<file path="config.mk">
export PLATFORM = sky130hd
export DESIGN_NAME = instr_issue
export DESIGN_NICKNAME = d
export VERILOG_FILES = /design/src/rtl/instr_issue.sv
export SDC_FILE = /design/constraint.sdc
export NUM_CORES = 1
export LEC_CHECK = 0
export ABC_AREA = 1
export CAP_MARGIN = 20
export CORE_UTILIZATION = 60
export CTS_BUF_LIST = sky130_fd_sc_hd__clkbuf_8
export DETAILED_ROUTE_END_ITERATION = 8
export PLACE_DENSITY = 0.77
export SYNTH_ARGS = -nofsm -noshare
export SYNTH_HDL_FRONTEND = slang
export SYNTH_SLANG_ARGS = --single-unit
</file>
<file path="constraint.sdc">
create_clock -name clk -period 4.2 [get_ports clk]
set_input_delay 0.42 -clock clk [delete_from_list [all_inputs] [get_ports clk]]
set_output_delay 0.42 -clock clk [all_outputs]
set_load 0.005 [all_outputs]
</file>
<file path="src/rtl/instr_issue.sv">
// instr_issue: sequences a 16-word program memory and hands each instruction to
// an external executor one at a time.
//
// Ports:
//   clk, rst           clock and synchronous active-high reset
//   ld_en/ld_addr/ld_data  program-memory write port (ignored while busy)
//   start              single-cycle run request (ignored while busy)
//   err                executor error flag, looked at only in CHECK
//   op/a/b             issued instruction fields (hold last issued value)
//   issue_valid        op/a/b valid this cycle
//   busy               high in FETCH, ISSUE, CHECK
//   done/fault         run outcome, held until next accepted start or rst
//   fault_code         01 executor error, 10 malformed word, 00 none
//   fault_pc           address of the faulting word
//   issue_count        instructions issued in the current run (0-16)
module instr_issue (
    input  logic        clk,
    input  logic        rst,
    input  logic        ld_en,
    input  logic [3:0]  ld_addr,
    input  logic [31:0] ld_data,
    input  logic        start,
    input  logic        err,
    output logic [3:0]  op,
    output logic [3:0]  a,
    output logic [23:0] b,
    output logic        issue_valid,
    output logic        busy,
    output logic        done,
    output logic        fault,
    output logic [1:0]  fault_code,
    output logic [3:0]  fault_pc,
    output logic [4:0]  issue_count
);

    localparam logic [2:0] StIdle  = 3'd0;
    localparam logic [2:0] StFetch = 3'd1;
    localparam logic [2:0] StIssue = 3'd2;
    localparam logic [2:0] StCheck = 3'd3;
    localparam logic [2:0] StDone  = 3'd4;
    localparam logic [2:0] StFault = 3'd5;

    localparam logic [31:0] HaltWord = 32'hF000_0000;

    logic [31:0] mem_q [16];

    logic [2:0]  state_q, state_d;
    logic [3:0]  pc_q, pc_d;
    logic [3:0]  op_q, op_d;
    logic [3:0]  a_q, a_d;
    logic [23:0] b_q, b_d;
    logic        done_q, done_d;
    logic        fault_q, fault_d;
    logic [1:0]  fault_code_q, fault_code_d;
    logic [3:0]  fault_pc_q, fault_pc_d;
    logic [4:0]  issue_count_q, issue_count_d;

    logic [31:0] fetch_w;
    logic [3:0]  f_op;
    logic [3:0]  f_a;
    logic [23:0] f_b;
    logic        f_halt;
    logic        f_malformed;

    assign fetch_w = mem_q[pc_q];
    assign f_op    = fetch_w[31:28];
    assign f_a     = fetch_w[27:24];
    assign f_b     = fetch_w[23:0];
    assign f_halt  = (f_op == 4'hF);
    // Opcodes 9-14 are undefined; a[3] selects a mode whose b[11:3] must be zero.
    assign f_malformed = ((f_op >= 4'd9) && (f_op <= 4'd14)) ||
                         (f_a[3] && (f_b[11:3] != 9'd0));

    assign issue_valid = (state_q == StIssue);
    assign busy        = (state_q == StFetch) || (state_q == StIssue) ||
                         (state_q == StCheck);
    assign op          = op_q;
    assign a           = a_q;
    assign b           = b_q;
    assign done        = done_q;
    assign fault       = fault_q;
    assign fault_code  = fault_code_q;
    assign fault_pc    = fault_pc_q;
    assign issue_count = issue_count_q;

    always_comb begin
        state_d       = state_q;
        pc_d          = pc_q;
        op_d          = op_q;
        a_d           = a_q;
        b_d           = b_q;
        done_d        = done_q;
        fault_d       = fault_q;
        fault_code_d  = fault_code_q;
        fault_pc_d    = fault_pc_q;
        issue_count_d = issue_count_q;
        case (state_q)
            StIdle, StDone, StFault: begin
                if (start) begin
                    state_d       = StFetch;
                    pc_d          = 4'd0;
                    done_d        = 1'b0;
                    fault_d       = 1'b0;
                    fault_code_d  = 2'b00;
                    fault_pc_d    = 4'd0;
                    issue_count_d = 5'd0;
                end
            end
            StFetch: begin
                if (f_halt) begin
                    state_d = StDone;
                    done_d  = 1'b1;
                end else if (f_malformed) begin
                    state_d      = StFault;
                    fault_d      = 1'b1;
                    fault_code_d = 2'b10;
                    fault_pc_d   = pc_q;
                end else begin
                    state_d = StIssue;
                    op_d    = f_op;
                    a_d     = f_a;
                    b_d     = f_b;
                end
            end
            StIssue: begin
                state_d       = StCheck;
                issue_count_d = issue_count_q + 5'd1;
            end
            StCheck: begin
                if (err) begin
                    state_d      = StFault;
                    fault_d      = 1'b1;
                    fault_code_d = 2'b01;
                    fault_pc_d   = pc_q;
                end else if (pc_q == 4'd15) begin
                    // Last word executed: finish rather than wrapping the pc.
                    state_d = StDone;
                    done_d  = 1'b1;
                end else begin
                    state_d = StFetch;
                    pc_d    = pc_q + 4'd1;
                end
            end
            default: state_d = StIdle;
        endcase
    end

    always_ff @(posedge clk) begin
        if (rst) begin
            state_q       <= StIdle;
            pc_q          <= 4'd0;
            op_q          <= 4'd0;
            a_q           <= 4'd0;
            b_q           <= 24'd0;
            done_q        <= 1'b0;
            fault_q       <= 1'b0;
            fault_code_q  <= 2'b00;
            fault_pc_q    <= 4'd0;
            issue_count_q <= 5'd0;
        end else begin
            state_q       <= state_d;
            pc_q          <= pc_d;
            op_q          <= op_d;
            a_q           <= a_d;
            b_q           <= b_d;
            done_q        <= done_d;
            fault_q       <= fault_d;
            fault_code_q  <= fault_code_d;
            fault_pc_q    <= fault_pc_d;
            issue_count_q <= issue_count_d;
        end
    end

    // Reset refills the program with HALT so a bare start finishes immediately.
    always_ff @(posedge clk) begin
        if (rst) begin
            for (int i = 0; i < 16; i++) begin
                mem_q[i] <= HaltWord;
            end
        end else if (ld_en && !busy) begin
            mem_q[ld_addr] <= ld_data;
        end
    end

endmodule

</file>
# Word level (Yosys, flattened, before mapping)
# Memory sizes are Yosys's and may differ from the RTL's. A register that Yosys moved wholly into a read port is not among the register bits.
# Cells that the tools add are included.
# classes
add_sub_neg,2
magnitude_cmp,2
n_eq_ne,15
n_mux,40
bitwise_logic,2
n_reduce_logical,19
# ops
cell,n
4-bit 2-to-1 mux,9
32-bit 2-to-1 mux,1
32-bit OR reduction,1
3-bit 2-to-1 mux,5
"2-bit != test, second input constant",7
1-bit 2-to-1 mux,13
3-bit case mux with 4 select lines,1
4-bit case mux with 3 select lines,1
5-bit case mux with 2 select lines,1
5-bit AND reduction,2
9-bit nonzero test,1
"4-bit == test, second input constant",2
2-bit 2-to-1 mux,4
4-bit case mux with 2 select lines,1
"3-bit by 2-bit == test with 1-bit output, second input constant",2
"3-bit == test, second input constant",2
1-bit case mux with 3 select lines,2
2-bit case mux with 3 select lines,1
"5-bit by 1-bit adder with 5-bit output, second input constant",1
5-bit 2-to-1 mux,1
"4-bit by 1-bit adder with 4-bit output, second input constant",1
"4-bit greater-or-equal comparator, second input constant",1
"4-bit less-or-equal comparator, second input constant",1
4-bit AND reduction,1
other kinds (12),18
# totals
reg_bits,52
mem_bits_rw,512
output_inout_bits,47
elab_cells,91
mem_count,1
# mem_list
name,words,word_bits,read_ports,rd_clocked_by_memory_dff,write_ports,line,rtl
mem_q,16,32,1,1,16,45,logic [31:0] mem_q [16];

# Longest topological paths before layout
# logic_depth
depth_word,10
mapped_depth,21

# Least setup slack after synthesis
# Ideal clock, no wire load.
# synth_path
kind,input to register
startpoint,input port rst
endpoint,memory mem_q[12][0] (enable)
setup_time_ns,0.479
arrival_ns,2.350
required_ns,3.721
path_slack_ns,1.371
cell_stages,10
path_buffers,3
path_cell_list,clkbuf_1 -> inv_1 -> nand3_1 -> inv_1 -> nand3_1 -> nor2_1 -> inv_2 -> clkbuf_1 -> clkbuf_1 -> nand2_1
# synth_lines
element,line,rtl
"start, declared",18,"input logic rst,"
"end, declared",45,

==> results.yml <==
floorplan:
  initial_core_util_pct: 60.9
  die_h_um: 206
  fp.dieArea_um2: 42300
  fp-row-count: 74
  fp.coreArea_um2: 40900
  die_x_um: 206
  pin_count: 88
placement:
  place.gp.congestion: 0.892
  placed_area_um2: 26100
  dp_hpwl_mm: 39.5
  port_buffers: 87
  placed_cells: 2974
clock_network:
  cts_setup_buffers: 0
  cts_buffers: 90
  clock_latency_ns: 0.67
  cts_buffer_depth: 3
  cts_resized: 0
  htree_levels: 3
  cts_sinks: 568
  clk_pin_slew_ns: 0.06
  cts_root_buf: "clkbuf_8"
  cts_hold_buffers: 0
  cts_tree: "built"
timing:
  fin_crit_sh_pct: 91.1
  hold_violations: 0
  worstMarginPinSlew_ns: 1.14
  rsz0062_at_grt: "no"
  fin_crit_ns: 3.82
  clock.fmax_mhz: 261
  setup_viol: 0
  fin_skew_ns: 0.0438
  tns_ns: 0
  drv_slew: 0
  max_slew_margin_pct: 23.6
routing:
  drtAntennaViolNets: 0
  finalWirelength_mm: 69.3
  drcViolationCount: 2
  drt_pass1_iterations: 9
  wl_per_cell_um: 22.1
  drt-vias-per-instance: 6.16
  dr_total_vias: 19323
  drt_iter0_markers: 2886
grt:
  grt_pass1_vias: 18295
  grt_antenna_before_repair: 1
  use_met2_pct: 52.9
  grt_max_degree: 111
  grt_usage_pct: 33.2
  use_met3_pct: 5.46
  top_usage_layer: "met2"
  use_met1_pct: 45.0
  grt_pass1_wl_mm: 104
  overflow: 0
critical_path:
  slowest_delay_ns: 0.76
  required_ns: 4.79
  cp_common_cell: "nand3_1"
  worstReg2RegEnd: "b[20]$_SDFFE_PP0P_"
  cp_num_cells: 16
  crit_family: "simple AND/OR/NAND/NOR gates"
  path_cells: "buf_4 -> nor2_1 -> nor2_1 -> o21ai_0 -> nand3_1 -> nand3_1 -> nand2_1 -> nand2_1 -> inv_2 -> nand2_2 -> nand3_1 -> nand2_2 -> nor2_4 -> buf_12 -> o21ai_0 -> a21oi_1"
  cp_slowest_cell: "buf_4"
  cp-end-kind: "flip-flop"
  path_buf_inv: 3
  r2r_cells: 16
  crit_arrival_ns: 4.42
  endpoint: "b[20]$_SDFFE_PP0P_"
  cp-start-kind: "flip-flop"
  worstSetupPathType: "reg2reg"
  cp_max_fo: 81
  rrSetupSlack_ns: 0.38
synthesis:
  yosysSeqAreaShare_pct: 66.2
  synth.distinct_cells: 28
  syn_area_um2: 24900
  synth_nets: 2540
  yosysTopAreaCellShare_pct: 61.7
  synth_warnings: 0
  synthCells: 2497
  ys_seq_elements: 568
  synth_area_leaders: "edfxtp_1, nor2_1, o21ai_0"
  postSynthAreaPerCell_um2: 9.98
  yosysTopAreaCell: "edfxtp_1"
final_layout:
  stdcell_area_um2: 27800
  drive_above_1_share_pct: 7.57
  fin_cells: 3136
  area_growth_pct: 11.6
  num_antenna_cells: 0
  nets: 2578
pwr:
  clockPowerShare_pct: 38.5
  swShare_pct: 23.3
  p_per_area_nw_per_um2: 405
  power.switching_mw: 2.62
  power.leakage_nw: 10.7
  p_int_mw: 8.63
  peakVddDrop_uv: 202
  seqPwrFrac_pct: 56.7
  p_comb_share_pct: 4.8
run_status:
  status: "finished, violations left"
  violations: "design-rule violations"
worst_hold_path:
  hold_class: "reg2reg"
run:
  cap_violations: 0
## power groups by stage
stage          sequential, mW  clock [mW]  combinational [mW]
2_1_floorplan            6.49           0               0.281
3_3_place_gp             6.49           0               0.517
3_5_place_dp             6.50           0               0.528
4_1_cts                  6.38        4.34               0.531
5_1_grt                  6.39        4.56               0.575
6_report                 6.38        4.34               0.540
## worst reg2reg max path, delay by kind of cell, from the launching register on
family                 cells  cell delay, ns
and+or+nand+nor           10            1.55
DFF                        1            0.72
buffers and inverters      3            1.10
AOI/OAI and AO/OA          3            0.41
## layout make-up
class / count / area, um^2
Clock buffer: 96 / 1320
Clock inverter: 65 / 302
Fill cell: 3055 / 13100
Inverter: 139 / 529
Multi-Input combinational cell: 1591 / 7020
Sequential cell: 568 / 16500
Tap cell: 532 / 666
Timing Repair Buffer: 145 / 1440
## flip-flops by register name, summed over array words and instances (netlist names), named ones only
signal / flops
mem_q: 512
b: 24
issue_count: 5
a: 4
fault_pc: 4
op: 4
pc_q: 4
state_q: 3
fault_code: 2
done: 1
fault: 1
## cells in the final DEF (no fill, tap or decap), types with 47 or more instances in the layout
| cell type | Yosys | routed |
|---|---|---|
| o221ai_1 | 48 | 48 |
| dfxtp_1 | 56 | 52 |
| inv_1 | 127 | 167 |
| clkdlybuf4s50_1 | 0 | 87 |
| nand2_1 | 275 | 262 |
| nor2_1 | 778 | 778 |
| nand3_1 | 102 | 102 |
| buf_4 | 7 | 47 |
| clkbuf_8 | 0 | 96 |
| edfxtp_1 | 512 | 512 |
| o21ai_0 | 246 | 246 |
## logic make-up after synthesis
kind of cell	share of synthesized area, %
AOI/OAI and AO/OA	9.69
buffers and inverters	5.72
and+or+nand+nor	18.2
DFF	66.2
adders and majority gates	0.100
xor gates and xnor gates	0.0352
## how the worst min path moves through the flow
stage,start,to,slack (ns),cells after the start
5_1_grt,fault_pc[1]$_SDFFE_PP0P_,fault_pc[1]$_SDFFE_PP0P_,0.48,2
3_5_place_dp,done$_SDFFE_PP0P_,done$_SDFFE_PP0P_,0.46,2
6_report,done$_SDFFE_PP0P_,done$_SDFFE_PP0P_,0.46,2
4_1_cts,done$_SDFFE_PP0P_,done$_SDFFE_PP0P_,0.46,2
2_1_floorplan,done$_SDFFE_PP0P_,done$_SDFFE_PP0P_,0.45,2
3_3_place_gp,done$_SDFFE_PP0P_,done$_SDFFE_PP0P_,0.44,2
## Yosys cell counts
master and instances:
inv_2 12, o21ai_1 16, nor2_4 1, o21bai_1 1, nor2_1 778, dfxtp_1 56
buf_4 7, nand2_2 2, buf_2 32, o211ai_1 26, buf_6 12, o21a_1 1
inv_1 127, a21oi_1 45, buf_1 13, o221ai_1 48, nand4_1 7, o22ai_1 24
o21ai_0 246, nand3_1 102, nand2_1 275, xor2_1 1, clkbuf_1 135, nand3_2 1
a211oi_1 1, edfxtp_1 512, ha_1 2, a31oi_1 14
## per-stage QoR
stage	hold slack [ns]	setup slack (ns)	power [mW]	util [%]
after CTS	0.465	0.453	11.2	67.8
after global routing	0.484	0.0512	11.5	67.9
after detailed placement	0.456	0.445	7.02	63.9
after global placement	0.443	0.654	7.00	63.9
after floorplan	0.445	1.37	6.77	-
final	0.461	0.375	11.3	67.9
## routing by layer
metal | wire length, um | share of wire (%) | vias to the layer above
met5 | 0 | 0 | -
met4 | 2880 | 4.1 | 0
met3 | 8930 | 13 | 235
met2 | 32400 | 47 | 1416
met1 | 25200 | 36 | 9135
li1 | - | - | 8537
(Power assumes the default switching activity.)
==> RTL edit 1: new RTL, same settings <==
Take the reset off `b_q` and load it in a clocked block of its own.
--- a/src/rtl/instr_issue.sv
+++ b/src/rtl/instr_issue.sv
@@ -153,3 +153,2 @@
             a_q           <= 4'd0;
-            b_q           <= 24'd0;
             done_q        <= 1'b0;
@@ -164,3 +163,2 @@
             a_q           <= a_d;
-            b_q           <= b_d;
             done_q        <= done_d;
@@ -171,2 +169,6 @@
         end
+    end
+
+    always_ff @(posedge clk) begin
+        b_q <= b_d;
     end
Behaviour: differs if rst is asserted again (counterexample within 4 cycles, from zero or initial values and one cycle with rst high); with rst held inactive, the same outputs for 4 cycles.
==> RTL edit 1 against the original RTL <==
- setup slack improved by 0.47 ns
- hold slack improved by 0.00077 ns
- global-route usage rose by 0.76 points
- wire length rose by 1.4%
- cell area barely moved
- largest cell class unchanged
- sequential cell count did not move
- critical path type unchanged
- area after synthesis fell by 0.16%
- highest routed layer unchanged
- first-iteration DRC count fell by 15%
Power is not compared: it rests on default switching activity, and its combinational part moved more than twofold at a synthesized area within 25%.
==> RTL edit 1: results (changes against the original RTL) <==
Synthesis
  • Netlist cell types: 37 (was 28)
  • Synth Flop Type: edfxtp_1 (unchanged)
  • Sequential share of the synthesized area: 67.3% (was 66.2%)
  • Number of synthesized flops with an enable pin: 536 (was 512)
  • Post-Synthesis Cells: 2425 (was 2497)
  • Largest cells by area after synthesis: edfxtp_1, nor2_1, o21ai_0 (unchanged)
  • Top cells by count, synth: nor2_1, edfxtp_1, nand2_1 (unchanged)

Cells and area
  • Layout cells sized above 1: 7.75% (was 7.57%)
  • Fillcell total: 3011 (was 3055)
  • Cell Count, Final, Fillers Out: 3061 (was 3136)
  • # diodes: 0 (unchanged)
  • Top reg by flops: mem_q (unchanged)
  • Fin nets: 2510 (was 2578)

Global routing
  • Initial antenna violation count: 0 (was 1)
  • GRT Total Usage: 34.0% (was 33.2%)
  • Vias in the first global route: 18400 (was 18300)
  • Pin count of the biggest net entering global routing: 119 (was 111)
  • First-pass GRT wire length: 106000 um (was 104000 um)

Clocking
  • Worst-Skew Late Latency: 0.66 ns
  • Clock root cell: clkbuf_8 (unchanged)
  • Resize count post-CTS: 0 (unchanged)
  • Total CTS buffers: 89 (was 90)

Placed design
  • Cell Area, Placed: 0.0262 mm2 (was 0.0261 mm2)
  • Cells after DPL: 2906 (was 2974)
  • Pre-CTS setup slack: 0.964 ns (was 0.445 ns)
  • Buffers on Ports: 87 (unchanged)
  • Dpl hpwl: 39500 um (about the same)
  • Placer Congestion: 0.905 (was 0.892)

STA
  • Setup_tns: 0 ns (unchanged)
  • Tightest Pin Transition: 1.04 ns (was 1.14 ns)
  • Worst Skew: 0.0361 ns (was 0.0438 ns)

Drt
  • Detailed Routing Iterations Pass 1: 6 (was 9)
  • Via count: 19000 (was 19300)
  • Wire per inst: 23.0 um (was 22.1 um)
  • Iteration-0 DRC Markers: 2442 (was 2886)

Critical path
  • Critical path's slowest cell: inv_4 (was buf_4)
  • WP data arrival: 3.69 ns (was 4.42 ns)
  • CP peak stage delay: 0.54 ns (was 0.76 ns)
  • CP Max Fanout: 56 (was 81)
  • CP top delay family: simple AND/OR/NAND/NOR gates (unchanged)

Power
  • Max VDD drop: 0.000343 V
  • Leakage: 10.6 nW
  • Psw: 5.20 mW

Worst hold path
  • Hold/Removal Path Class: reg2reg (unchanged)

Status
  • Outcome: finished clean (was complete, but fails checks)
RTL edit 1: cell count changes in the layout (fill, tap and decap cells not counted), sizes merged, moves of 7 or more:
cell / change
edfxtp: +24
clkinv: +7
dfxtp: -24
o21ai: -33
inv: -18
nor2: -24
a31oi: -11
a21oi: -18
o221ai: +7
nand3: +10
nand2: +10
RTL edit 1: area by class of cell:
class / count / area, um2 / share of cell area, %
clock buffer: 92 / 1270 / 4.55
inverter: 133 / 507 / 1.82
sequential: 568 / 16700 / 60.2
clock inverter: 61 / 310 / 1.12
multi-input combinational: 1535 / 6850 / 24.6
timing repair buffer: 140 / 1460 / 5.26
tap: 532 / 666 / 2.39
RTL edit 1: path summary, 6_finish.rpt:
path,startpoint,endpoint,slack [ns],depth (start not counted)
max,register,b[17],0.85,15
min,fault_code[0],fault_code[0],0.46,2
max reg2reg,register,b[17],0.85,15
min reg2reg,fault_code[0],fault_code[0],0.46,2
RTL edit 1: tightest hold or removal path, stage by stage, from the launching register on:
cell and delay [ns]:
dfxtp_1 0.31, nand2_1 0.06, a21oi_1 0.05
RTL edit 1: power groups by stage:
stage	logic [mW]	registers (mW)	clock network (mW)
2_1_floorplan	2.85	6.78	0
6_report	4.09	6.77	4.29
3_5_place_dp	3.98	6.88	0
3_3_place_gp	3.87	6.87	0
5_1_grt	4.47	6.80	4.53
4_1_cts	4.00	6.77	4.30
RTL edit 1: metal layers:
layer	up-vias	GRT usage (%)	part of all wire [%]
li1	8326	-	-
met2	1387	54.7	47
met5	-	0	0
met1	9034	45.1	35
met4	0	15.8	4.4
met3	210	6.00	13
RTL edit 1: kinds of logic after synthesis:
group	after synthesis	synth area share [%]
AND/OR/NAND/NOR	1165	18.4
AO/OA/AOI/OAI	368	8.83
adder cells (fa/ha/maj)	2	0.101
buffers and inverters	322	5.33
flip-flops	568	67.3
==> RTL edit 2: new RTL, config.mk and constraints unchanged <==
Made on the original files. Add an input register stage for `ld_data`, with the module's reset; this delays it by one clock. The other inputs are not delayed to match.
--- a/src/rtl/instr_issue.sv
+++ b/src/rtl/instr_issue.sv
@@ -43,2 +43,12 @@
     localparam logic [31:0] HaltWord = 32'hF000_0000;
+
+    logic [31:0] ld_data_q;
+
+    always_ff @(posedge clk) begin
+        if (rst) begin
+            ld_data_q <= '0;
+        end else begin
+            ld_data_q <= ld_data;
+        end
+    end
 
@@ -180,3 +190,3 @@
         end else if (ld_en && !busy) begin
-            mem_q[ld_addr] <= ld_data;
+            mem_q[ld_addr] <= ld_data_q;
         end
Behaviour: not the same (a bounded check fails within 4 cycles, from zero or initial values and one cycle with rst high).
==> RTL edit 2 against the original RTL <==
- synthesized cell count rose by 4.5%
- cell area up 3.6%
- setup slack better by 0.23 ns
- wire length up 4.5%
- utilization up 0.43 points
- die area rose by 3.5%
- combinational power rose by 3%
- total power increased by 6.8%
- sequential cell count grew 32
- area after synthesis increased by 3.5%
- highest routed layer unchanged
==> RTL edit 2: results (changes against the original RTL) <==
Drt
  • Routed Wire Length: 72500 um (was 69300 um)
  • Iteration-0 DRC Markers: 3006 (was 2886)
  • Via count: 19800 (was 19300)
  • Detailed Routing Iterations Pass 1: 7 (was 9)

Cells and area
  • Fillcell total: 3103 (was 3055)
  • Cell Count, Final, Fillers Out: 3258 (was 3136)
  • # diodes: 0 (unchanged)
  • Top reg by flops: mem_q (unchanged)
  • Layout cells sized above 1: 7.58% (was 7.57%)

Worst hold path
  • Hold Path Sink: ld_data_q[16] (was done)
  • Hold path cells: 3 (was 2)
  • Hold wc startpoint: ld_data[16] (was done)
  • Hold/Removal Path Class: in2reg (was reg2reg)

Synthesis
  • Synth Area in Adders: 0.0970% (was 0.100%)
  • Sequential share of the synthesized area: 66.5% (was 66.2%)
  • Compound-Gate Fraction of Synth Area: 9.22% (was 9.69%)
  • Net count after synthesis: 2653 (was 2540)
  • Xor-xnor portion of the synthesized cell area: 0% (was 0.0352%)
  • Top cells by count, synth: nor2_1, edfxtp_1, nand2_1 (unchanged)
  • Mean Syn Cell Area: 9.88 um2 (was 9.98 um2)
  • Largest cells by area after synthesis: edfxtp_1, nor2_1, dfxtp_1 (was edfxtp_1, nor2_1, o21ai_0)
  • Netlist cell types: 32 (was 28)

Placed design
  • Placer Congestion: 0.927 (was 0.892)
  • Cells after DPL: 3083 (was 2974)
  • Dpl hpwl: 39800 um (was 39500 um)
  • Pre-CTS setup slack: 0.749 ns (was 0.445 ns)
  • Buffers on Ports: 87 (unchanged)

Global routing
  • Initial antenna violation count: 0 (was 1)
  • First-pass GRT wire length: 110000 um (was 104000 um)
  • GRT Total Usage: 33.3% (was 33.2%)
  • Vias in the first global route: 19100 (was 18300)
  • Pin count of the biggest net entering global routing: 181 (was 111)

STA
  • Worst Skew: 0.0369 ns (was 0.0438 ns)
  • Max_slew headroom: 24.8% (was 23.6%)
  • Hold WS: 0.249 ns (was 0.461 ns)

Clocking
  • Worst-Skew Late Latency: 0.69 ns (was 0.67 ns)
  • Total CTS buffers: 95 (was 90)
  • Clk slew on worst S/H paths: 0.06 ns (about the same)
  • Clock Tree Buf Depth: 3 (unchanged)

Power
  • Max VDD drop: 0.000242 V (was 0.000202 V)
  • Leakage: 10.7 nW (about the same)

Critical path
  • Reg2Reg Depth: 13 (was 16)
  • R2R Setup Slk: 0.61 ns (was 0.38 ns)
  • WP data arrival: 4.21 ns (was 4.42 ns)
  • CP Max Fanout: 51 (was 81)
  • R2R Path End: b[12] (was b[20])

Status
  • Outcome: finished clean (was complete, but fails checks)
==> RTL edit 2: changes by cell type after synthesis, moves of 7 or more <==
| cell | before | now |
|---|---|---|
| nor2_1 | 778 | 823 |
| inv_1 | 127 | 168 |
| dfxtp_1 | 56 | 88 |
| nand2_1 | 275 | 268 |
| nand3_1 | 102 | 111 |
| o21ai_1 | 16 | 35 |
| clkbuf_1 | 135 | 149 |
| o21ai_0 | 246 | 234 |
| inv_2 | 12 | 3 |
==> RTL edit 2: layout make-up <==
type / instances / area [um2] / share of cell area, %
flip-flops and latches: 600 / 17100 / 59.6
multi-input cells: 1636 / 7180 / 24.9
inverters: 172 / 653 / 2.27
clock buffers: 111 / 1530 / 5.31
clock inverters: 64 / 283 / 0.982
well taps: 539 / 674 / 2.34
repair buffers: 136 / 1320 / 4.59
==> RTL edit 2: metal layers <==
layer  track usage (%)  up-vias  share of wire, %
li1                  -     8831                 -
met1              44.5     9260                36
met2              52.5     1480                46
met3              7.53      205                14
met4              15.3        0               3.9
met5                 0        -                 0
==> RTL edit 2: how the worst max path moves through the flow <==
stage | startpoint | cells after the start | slack (ns) | endpoint
floorplan | state_q[0] | 11 | 1.47 | mem_q[13][0]
global placement | register | 13 | 0.83 | b[0]
detailed placement | register | 13 | 0.75 | b[2]
CTS | register | 13 | 0.71 | b[2]
global route | register | 14 | 0.41 | b[12]
finish | register | 13 | 0.61 | b[12]
==> RTL edit 2: cell families (layout without fill, tap and decap cells) <==
logic type	Yosys count	after routing
simple gates	1215	1215
flops	600	600
compound gates	419	419
buf+inv	374	483
fa+ha+maj	2	2
==> RTL edit 2: critical path, stage by stage, from the launching register on <==
cell	delay (ns)
dfxtp_2	0.54
inv_2	0.59
buf_4	0.41
nand3_1	0.12
nand3_1	0.11
nand2_1	0.11
nor2_1	0.18
nand3_1	0.13
o21bai_2	0.20
nand2_2	0.11
nor2_4	0.11
buf_4	0.50
o21ai_0	0.16
a21oi_1	0.16
==> RTL edit 2: through the flow <==
stage	area [um2]	power (mW)
finish	28800	12.0
CTS	28800	12.0
global route	28800	12.3
floorplan	25800	7.11
global placement	27000	7.35
detailed placement	27000	7.37
==> RTL edit 2: report_power, final <==
part / leakage (nW) / internal [mW] / switching, mW
combinational: 3.85 / 0.135 / 0.422
sequential: 5.81 / 6.64 / 0.0580
clock: 1.05 / 2.41 / 2.35
